## config.mk

```make
export PLATFORM = sky130hd
export DESIGN_NAME = fetch_stage
export DESIGN_NICKNAME = d
export VERILOG_FILES = /design/src/rtl/fetch_stage_pkg.sv /design/src/rtl/if_id_reg.sv /design/src/rtl/fetch_stage.sv
export SDC_FILE = /design/constraint.sdc
export NUM_CORES = 1
export LEC_CHECK = 0
export ABC_AREA = 1
export CAP_MARGIN = 10
export CELL_PAD_IN_SITES_DETAIL_PLACEMENT = 1
export CELL_PAD_IN_SITES_GLOBAL_PLACEMENT = 1
export CORE_ASPECT_RATIO = 0.7
export CORE_MARGIN = 1.5
export CORE_UTILIZATION = 24
export DETAILED_ROUTE_END_ITERATION = 6
export PLACE_DENSITY_LB_ADDON = 0.08
export SETUP_SLACK_MARGIN = 0.15
export SLEW_MARGIN = 10
export SYNTH_ARGS = -nofsm -noshare
export SYNTH_HDL_FRONTEND = slang
export SYNTH_SLANG_ARGS = --single-unit
```

## constraint.sdc

```tcl
create_clock -name clk -period 1.5 [get_ports clk]
set_input_delay 0.3 -clock clk [delete_from_list [all_inputs] [get_ports clk]]
set_output_delay 0.3 -clock clk [all_outputs]
set_load 0.05 [all_outputs]
```

## src/rtl/fetch_stage_pkg.sv

```systemverilog
// ============================================================================
// Module  : fetch_stage_pkg
// Brief   : Shared defines, types and helpers for the instruction-fetch stage.
// Revision: 1.0 - initial release
// ============================================================================
`default_nettype none

`ifndef NOP_INSTR
`define NOP_INSTR 32'hE000_0000
`endif
`ifndef INSTR_W
`define INSTR_W 32
`endif
`ifndef ADDR_W
`define ADDR_W 32
`endif

package fetch_stage_pkg;

    localparam int ADDR_W  = `ADDR_W;
    localparam int INSTR_W = `INSTR_W;
    localparam logic [INSTR_W-1:0] NOP_WORD = `NOP_INSTR;

    // Source of the next program counter value
    typedef enum logic [1:0] {
        PC_HOLD   = 2'd0,
        PC_SEQ    = 2'd1,
        PC_BRANCH = 2'd2
    } pc_sel_e;

    // Saturating 32-bit increment used by the performance counters
    function automatic logic [31:0] sat_inc(input logic [31:0] v);
        return (v == 32'hFFFF_FFFF) ? v : v + 32'd1;
    endfunction

endpackage

`default_nettype wire

```

## src/rtl/if_id_reg.sv

```systemverilog
// ============================================================================
// Module  : if_id_reg
// Brief   : IF/ID pipeline register (instruction, PC+4, valid) with
//           load / flush / hold controls. Flush has priority over load.
// Revision: 1.0 - initial release
// ============================================================================
`default_nettype none

`ifndef NOP_INSTR
`define NOP_INSTR 32'hE000_0000
`endif

module if_id_reg
    import fetch_stage_pkg::*;
(
    input  logic                clk,
    input  logic                rst,
    input  logic                load_i,
    input  logic                flush_i,
    input  logic [INSTR_W-1:0]  instr_i,
    input  logic [ADDR_W-1:0]   pc_i,
    output logic [INSTR_W-1:0]  instr_o,
    output logic [ADDR_W-1:0]   pc_o,
    output logic                valid_o
);

    logic [INSTR_W-1:0] instr_q, instr_d;
    logic [ADDR_W-1:0]  pc_q, pc_d;
    logic               valid_q, valid_d;

    // Next-state: flush inserts a bubble, load captures, otherwise hold
    always_comb begin
        instr_d = instr_q;
        pc_d    = pc_q;
        valid_d = valid_q;
        if (flush_i) begin
            instr_d = `NOP_INSTR;
            pc_d    = '0;
            valid_d = 1'b0;
        end else if (load_i) begin
            instr_d = instr_i;
            pc_d    = pc_i;
            valid_d = 1'b1;
        end
    end

    // Register with synchronous active-low reset to a bubble
    always_ff @(posedge clk) begin
        if (!rst) begin
            instr_q <= `NOP_INSTR;
            pc_q    <= '0;
            valid_q <= 1'b0;
        end else begin
            instr_q <= instr_d;
            pc_q    <= pc_d;
            valid_q <= valid_d;
        end
    end

    assign instr_o = instr_q;
    assign pc_o    = pc_q;
    assign valid_o = valid_q;

endmodule

`default_nettype wire

```

## src/rtl/fetch_stage.sv

```systemverilog
// ============================================================================
// Module  : fetch_stage
// Brief   : Instruction-fetch stage: PC register, next-PC mux, sticky fetch
//           fault flag, IF/ID register and optional perf counters.
//           Optional feature macro: FETCH_PERF_CNT_EN (perf counters).
// Revision: 1.0 - initial release
// ============================================================================
`default_nettype none

module fetch_stage
    import fetch_stage_pkg::*;
#(
    parameter logic [31:0] RESET_PC   = 32'h0000_0000,
    parameter int          IMEM_BYTES = 256
)(
    input  logic        clk,
    input  logic        rst,
    input  logic        freeze,
    input  logic        branch_taken,
    input  logic [31:0] branch_addr,
    input  logic [31:0] imem_instr,
    output logic [31:0] imem_addr,
    output logic [31:0] if_id_pc,
    output logic [31:0] if_id_instr,
    output logic        if_id_valid,
    output logic        fetch_fault,
    output logic [31:0] perf_fetch_cnt,
    output logic [31:0] perf_stall_cnt,
    output logic [31:0] perf_flush_cnt
);

    // Highest byte address from which a full word can still be fetched
    localparam logic [31:0] LAST_PC = 32'(IMEM_BYTES - 4);

    logic [31:0] pc_q, pc_d;
    logic [31:0] pc_plus4;
    logic        fault_q, fault_d;
    pc_sel_e     pc_sel;

    assign pc_plus4  = pc_q + 32'd4;
    assign imem_addr = pc_q;

    // Select next-PC source: branch overrides freeze, else sequential
    always_comb begin
        if (branch_taken)  pc_sel = PC_BRANCH;
        else if (freeze)   pc_sel = PC_HOLD;
        else               pc_sel = PC_SEQ;
    end

    // Next-PC mux and sticky fault accumulation
    always_comb begin
        pc_d    = pc_q;
        fault_d = fault_q;
        case (pc_sel)
            PC_BRANCH: begin
                pc_d = {branch_addr[31:2], 2'b00};
                if (branch_addr[1:0] != 2'b00) fault_d = 1'b1;
            end
            PC_SEQ: begin
                pc_d = pc_plus4;
                if (pc_q > LAST_PC) fault_d = 1'b1;
            end
            default: pc_d = pc_q;
        endcase
    end

    // PC and fault flag registers
    always_ff @(posedge clk) begin
        if (!rst) begin
            pc_q    <= RESET_PC;
            fault_q <= 1'b0;
        end else begin
            pc_q    <= pc_d;
            fault_q <= fault_d;
        end
    end

    assign fetch_fault = fault_q;

    if_id_reg u_if_id_reg (
        .clk     (clk),
        .rst     (rst),
        .load_i  (pc_sel == PC_SEQ),
        .flush_i (pc_sel == PC_BRANCH),
        .instr_i (imem_instr),
        .pc_i    (pc_plus4),
        .instr_o (if_id_instr),
        .pc_o    (if_id_pc),
        .valid_o (if_id_valid)
    );

`ifdef FETCH_PERF_CNT_EN
    logic [31:0] fetch_cnt_q, stall_cnt_q, flush_cnt_q;

    // Saturating event counters: fetch, stall, flush
    always_ff @(posedge clk) begin
        if (!rst) begin
            fetch_cnt_q <= '0;
            stall_cnt_q <= '0;
            flush_cnt_q <= '0;
        end else begin
            if (pc_sel == PC_SEQ)    fetch_cnt_q <= sat_inc(fetch_cnt_q);
            if (pc_sel == PC_HOLD)   stall_cnt_q <= sat_inc(stall_cnt_q);
            if (pc_sel == PC_BRANCH) flush_cnt_q <= sat_inc(flush_cnt_q);
        end
    end

    assign perf_fetch_cnt = fetch_cnt_q;
    assign perf_stall_cnt = stall_cnt_q;
    assign perf_flush_cnt = flush_cnt_q;
`else
    assign perf_fetch_cnt = 32'h0;
    assign perf_stall_cnt = 32'h0;
    assign perf_flush_cnt = 32'h0;
`endif

endmodule

`default_nettype wire

```

* After elaboration in Yosys (flattened, before gate mapping)
Index checks and enable logic that the tools add are counted.
** Operators by class
- Add/sub/neg operators :: 1
- Reduce and logical (&&, ||, !) cells :: 4
- Mux-type cells :: 6
- Equality and inequality tests :: 4
- Bitwise gates (word level) :: 1
- Order comparisons :: 1
** Operators with widths (number)
- $pmux 32 s2 :: 1
- $add 32x3->32 const B :: 1
- $gt 32x8->1 const B :: 1
- $ne 2x2->1 const B :: 2
- $reduce_bool 2->1 :: 2
- $mux 1 :: 3
- $reduce_and 3->1 :: 1
- $eq 2x1->1 const B :: 1
- $eq 2x2->1 const B :: 1
- $mux 2 :: 1
- $pmux 1 s2 :: 1
- $reduce_or 2->1 :: 1
- $not 1->1 :: 1
** Word-level totals
- Input bits :: 68
- Word-level logic and storage cells :: 22
- Flip-flop bits (word level) :: 98
- Output and inout bits :: 194

* Depth between registers and ports, before layout
- Depth after elaboration :: 5
- Depth in mapped cells :: 10
- Gate-level depth less buffers :: 10

* Cells and area by module
Synthesis repeated with hierarchy kept, for this count alone.
** Second synthesis, totals
- Cell total of the unflattened synthesis :: 784
- Area total of the unflattened synthesis :: 5266.3 um^2
** By module, submodules not included
- fetch_stage :: seq. area each 620.6 um^2, area each 3015.4 um^2, cells an instance 502, instances 1
- if_id_reg :: seq. area each 1301.2 um^2, area each 2250.9 um^2, cells an instance 282, instances 1

* Worst setup path before layout
Ideal clock, no wire load.
- Kind :: flip-flop to flip-flop
- Start :: reg pc_q[2], in the netlist imem_addr[2]
- End :: reg pc_q[28], in the netlist imem_addr[28]
- Setup slack :: -0.369 ns
- Arrival time :: 1.737 ns
- Path buffers :: 0
- Setup time :: 0.132 ns
- Cell stages (with the launch flop) :: 11
- Required time :: 1.368 ns
- Clock period less this slack :: 1.869 ns
- Cells stage by stage :: dfxtp_1 ha_1 nand3_2 inv_1 nand2_4 nor2_4 nand2_1 nand2_1 nand2_1 nand2_1 a21oi_2
** Between the ends
- Cells in the longest elaborated chain, start to end :: 2
** Ends and longest elaborated chain
- start: declaration :: line fetch_stage.sv:35 : logic [31:0] pc_q, pc_d;
- start signal: assignment :: line fetch_stage.sv:73 : pc_q <= pc_d;
- $add 32x3->32 :: line fetch_stage.sv:40 : assign pc_plus4 = pc_q + 32'd4;
- $pmux 32 s2 :: line fetch_stage.sv:54 : case (pc_sel)
Every way passes these cells.
A chain may end at the register's enable or synchronous reset.

* Worst setup path in the final report
- Start :: reg pc_q[3], in the netlist imem_addr[3]
- End :: reg pc_q[28], in the netlist imem_addr[28]
The elaborated chain is that of the path after synthesis.

==> results.sh <==
export IMPL_grt_pass1_vias=5531
export IMPL_worstSetupPathType="reg -> reg"
export IMPL_dr_pass1_iters=4
export IMPL_vias_per_cell=4.304
export IMPL_violations="negative setup slack"
export IMPL_fin_hold_ws_ps=499.8
export IMPL_met3_usage_pct=4.167
export IMPL_htree_levels=3
export IMPL_die_w_um=178.0
export IMPL_ys_types=29
export IMPL_seq_area_frac_synth_pct=36.59
export IMPL_cp_max_fo=4
export IMPL_clk_pin_slew_ps=70
export IMPL_drt_initial_drc_count=306
export IMPL_setup_slack_ps=-11.31
export IMPL_cts_root_buf="clkbuf_16"
export IMPL_rsz0062_at_grt="yes"
export IMPL_synth_avg_cell_area_um2=6.866
export IMPL_track_usage_pct=18.43
export IMPL_numCtsBuffers=9
export IMPL_yosysWarnings=0
export IMPL_finalNonFillerCells=1245
export IMPL_wl_per_cell_um=16.45
export IMPL_yosys_area_top_type="dfxtp_1"
export IMPL_synth_area_top_cells="dfxtp_1 37%, buf_4 15%, nand2_1 12%"
export IMPL_die_h_um=125.5
export IMPL_grt_busiest_layer="met2"
export IMPL_core_area_um2=20870
export IMPL_synthesis_area_um2=5142
export IMPL_grt_use_met1_pct=25.79
export IMPL_worstPathArrival_ps=1750
export IMPL_leakage_nw=3.705
export IMPL_ir_drop_v=0.0004894
export IMPL_finalSetupViolations=2
export IMPL_fin_nets=1033
export IMPL_syn_to_final_growth_pct=74.79
export IMPL_gp_congestion=0.8697
export IMPL_antenna_cells=0
export IMPL_drive_gt1_share_pct=32.82
export IMPL_p_seq_share_pct=37.0
export IMPL_hold_viol_final=0
export IMPL_placementRows=44
export IMPL_min_period_ps=1511
export IMPL_max_freq_mhz=661.7
export IMPL_finalPower_mw=7.441
export IMPL_grt_max_degree=33
export IMPL_status="finished, violations left"
export IMPL_antenna_found_initial=0
export IMPL_clock_latency_ps=360
export IMPL_startpoint_type="flop"
export IMPL_dp_final_hpwl_um=15850
export IMPL_portBuffers=161
export IMPL_die_area_um2=22330
export IMPL_skew_ps=11.59
export IMPL_endpoint_kind="flop"
export IMPL_p_int_mw=4.736
export IMPL_overflow=0
export IMPL_vias=5359
export IMPL_clockPowerShare_pct=32.8
export IMPL_grt_pass1_wl_um=31300
export IMPL_ant_nets=0
export IMPL_pin_count=262
export IMPL_clock_sinks=94
export IMPL_netlist_area_leader_share_pct=36.59
export IMPL_grt_use_met2_pct=28.38
export IMPL_synth_cells=749
export IMPL_finalCritPeriodShare_pct=100.8
export IMPL_combinationalPowerShare_pct=30.2
export IMPL_worstPathRequired_ps=1730
export IMPL_tritoncts="yes"
export IMPL_clockBufferDepth=2
export IMPL_wl_um=20480
export IMPL_switching_power_mw=2.705
export IMPL_tns_ps=-11.43
export IMPL_max_cap_violations=0
export IMPL_post_place_cells=1204
export IMPL_reg2reg_slack_ps=-10
export IMPL_ys_ff_latch=94
export IMPL_utilization_pct=43.08
export IMPL_min_path_type="reg -> reg"
export IMPL_powerDensity_nw_per_um2=827.9
export IMPL_drv_slew=0
export IMPL_drc_errors=0
export IMPL_start_util_pct=24.65
export IMPL_switching_share_pct=36.36
registers in the layout (all words and copies together), names as in the netlist:
name                 flops
u_if_id_reg.instr_o     32
imem_addr               30
u_if_id_reg.pc_o        30
u_if_id_reg.valid_o      1
fetch_fault              1
path summary, 6_finish.rpt:
path	from	endpoint	cells after the start
min reg2reg	u_if_id_reg.pc_o[8]	u_if_id_reg.pc_o[8]	2
max	imem_addr[3]	imem_addr[28]	10
min	u_if_id_reg.pc_o[8]	u_if_id_reg.pc_o[8]	2
max reg2reg	imem_addr[3]	imem_addr[28]	10
power by group through the flow:
stage          Combinational [mW]  Sequential, mW  Clock (mW)
2_1_floorplan                1.09            3.12           0
3_3_place_gp                 2.15            2.80           0
3_5_place_dp                 2.17            2.81           0
4_1_cts                      2.21            2.74        2.52
5_1_grt                      2.36            2.77        2.59
6_report                     2.25            2.75        2.44
cell usage in the layout (no fill, tap or decap), drive strengths merged:
cell type      synthesis  layout
nand4                  2       2
nand3                 29      29
a31oi                  5       5
nor2                 120     120
inv                   56      58
clkdlybuf4s50          0      65
nand2                168     168
dfxtp                 94      94
nand3b                 2       2
or2                    1       1
nor3                   2       2
xor2                   4       4
clkbuf                19      12
dlygate4sd2            0       2
a21oi                 61      61
ha                     1       1
conb                   1     100
clkinv                 0       1
buf                  109     166
o21ai                 75      75
clkinvlp               0       1
worst max-delay path, stage by stage, from the launching register on:
cell and delay, ps:
dfxtp_4 370, ha_4 150, nand3_4 110, inv_6 110, nand2_8 70, nor2_4 230, nand2_1 90, nand2_1 60
nand2_1 60, nand2_2 90, a21oi_2 50
final cells by class:
cell class / count / area [µm²]
flip-flops and latches: 94 / 1978
multi-input cells: 570 / 2889
fillers: 2460 / 11880
clock inverters: 4 / 33.78
repair buffers: 233 / 3234
well taps: 276 / 345.3
inverters: 56 / 230.2
clock buffers: 12 / 277.8
routing by layer:
| metal | up-vias | share of wire, % |
|---|---|---|
| met5 | - | 0 |
| met4 | 0 | 1.5 |
| met3 | 23 | 6.3 |
| met2 | 179 | 46 |
| met1 | 2548 | 47 |
| li1 | 2609 | - |
timing repair:
item | CTS | global route
resized for setup | 67 | 49
buffers inserted | 20 | 5
endpoints found under the hold margin | 0 | 0
setup endpoints to repair | 81 | 67
pin swaps | 26 | 17
hold buffers | 0 | 0
cells by family (layout without fill, tap and decap cells):
family	count (synthesis)	in the layout	share of synthesized area, %
flip-flops	94	94	36.59
other	1	100	0.07292
AND/OR/NAND/NOR	324	324	27.27
AO/OA/AOI/OAI	141	141	14.06
XOR/XNOR	4	4	0.6812
adder cells (fa/ha/maj)	1	1	0.2433
buffers and inverters	184	305	21.07
Yosys cell counts (all sizes together):
cell type	number
a21oi	61
a31oi	5
nand3	29
buf	109
o21ai	75
nand2	168
nand4	2
xor2	4
clkbuf	19
or2	1
nor3	2
inv	56
dfxtp	94
nand3b	2
conb	1
nor2	120
ha	1
through the flow:
stage                     cell area, µm²  setup slack, ps
after floorplan                     5630            101.8
after global placement              8085           -256.2
after detailed placement            8085           -326.4
after CTS                           8771          -0.8540
after global routing                8989           -70.78
final                               8989           -11.31
No activity file was read; power rests on OpenSTA's default activity.
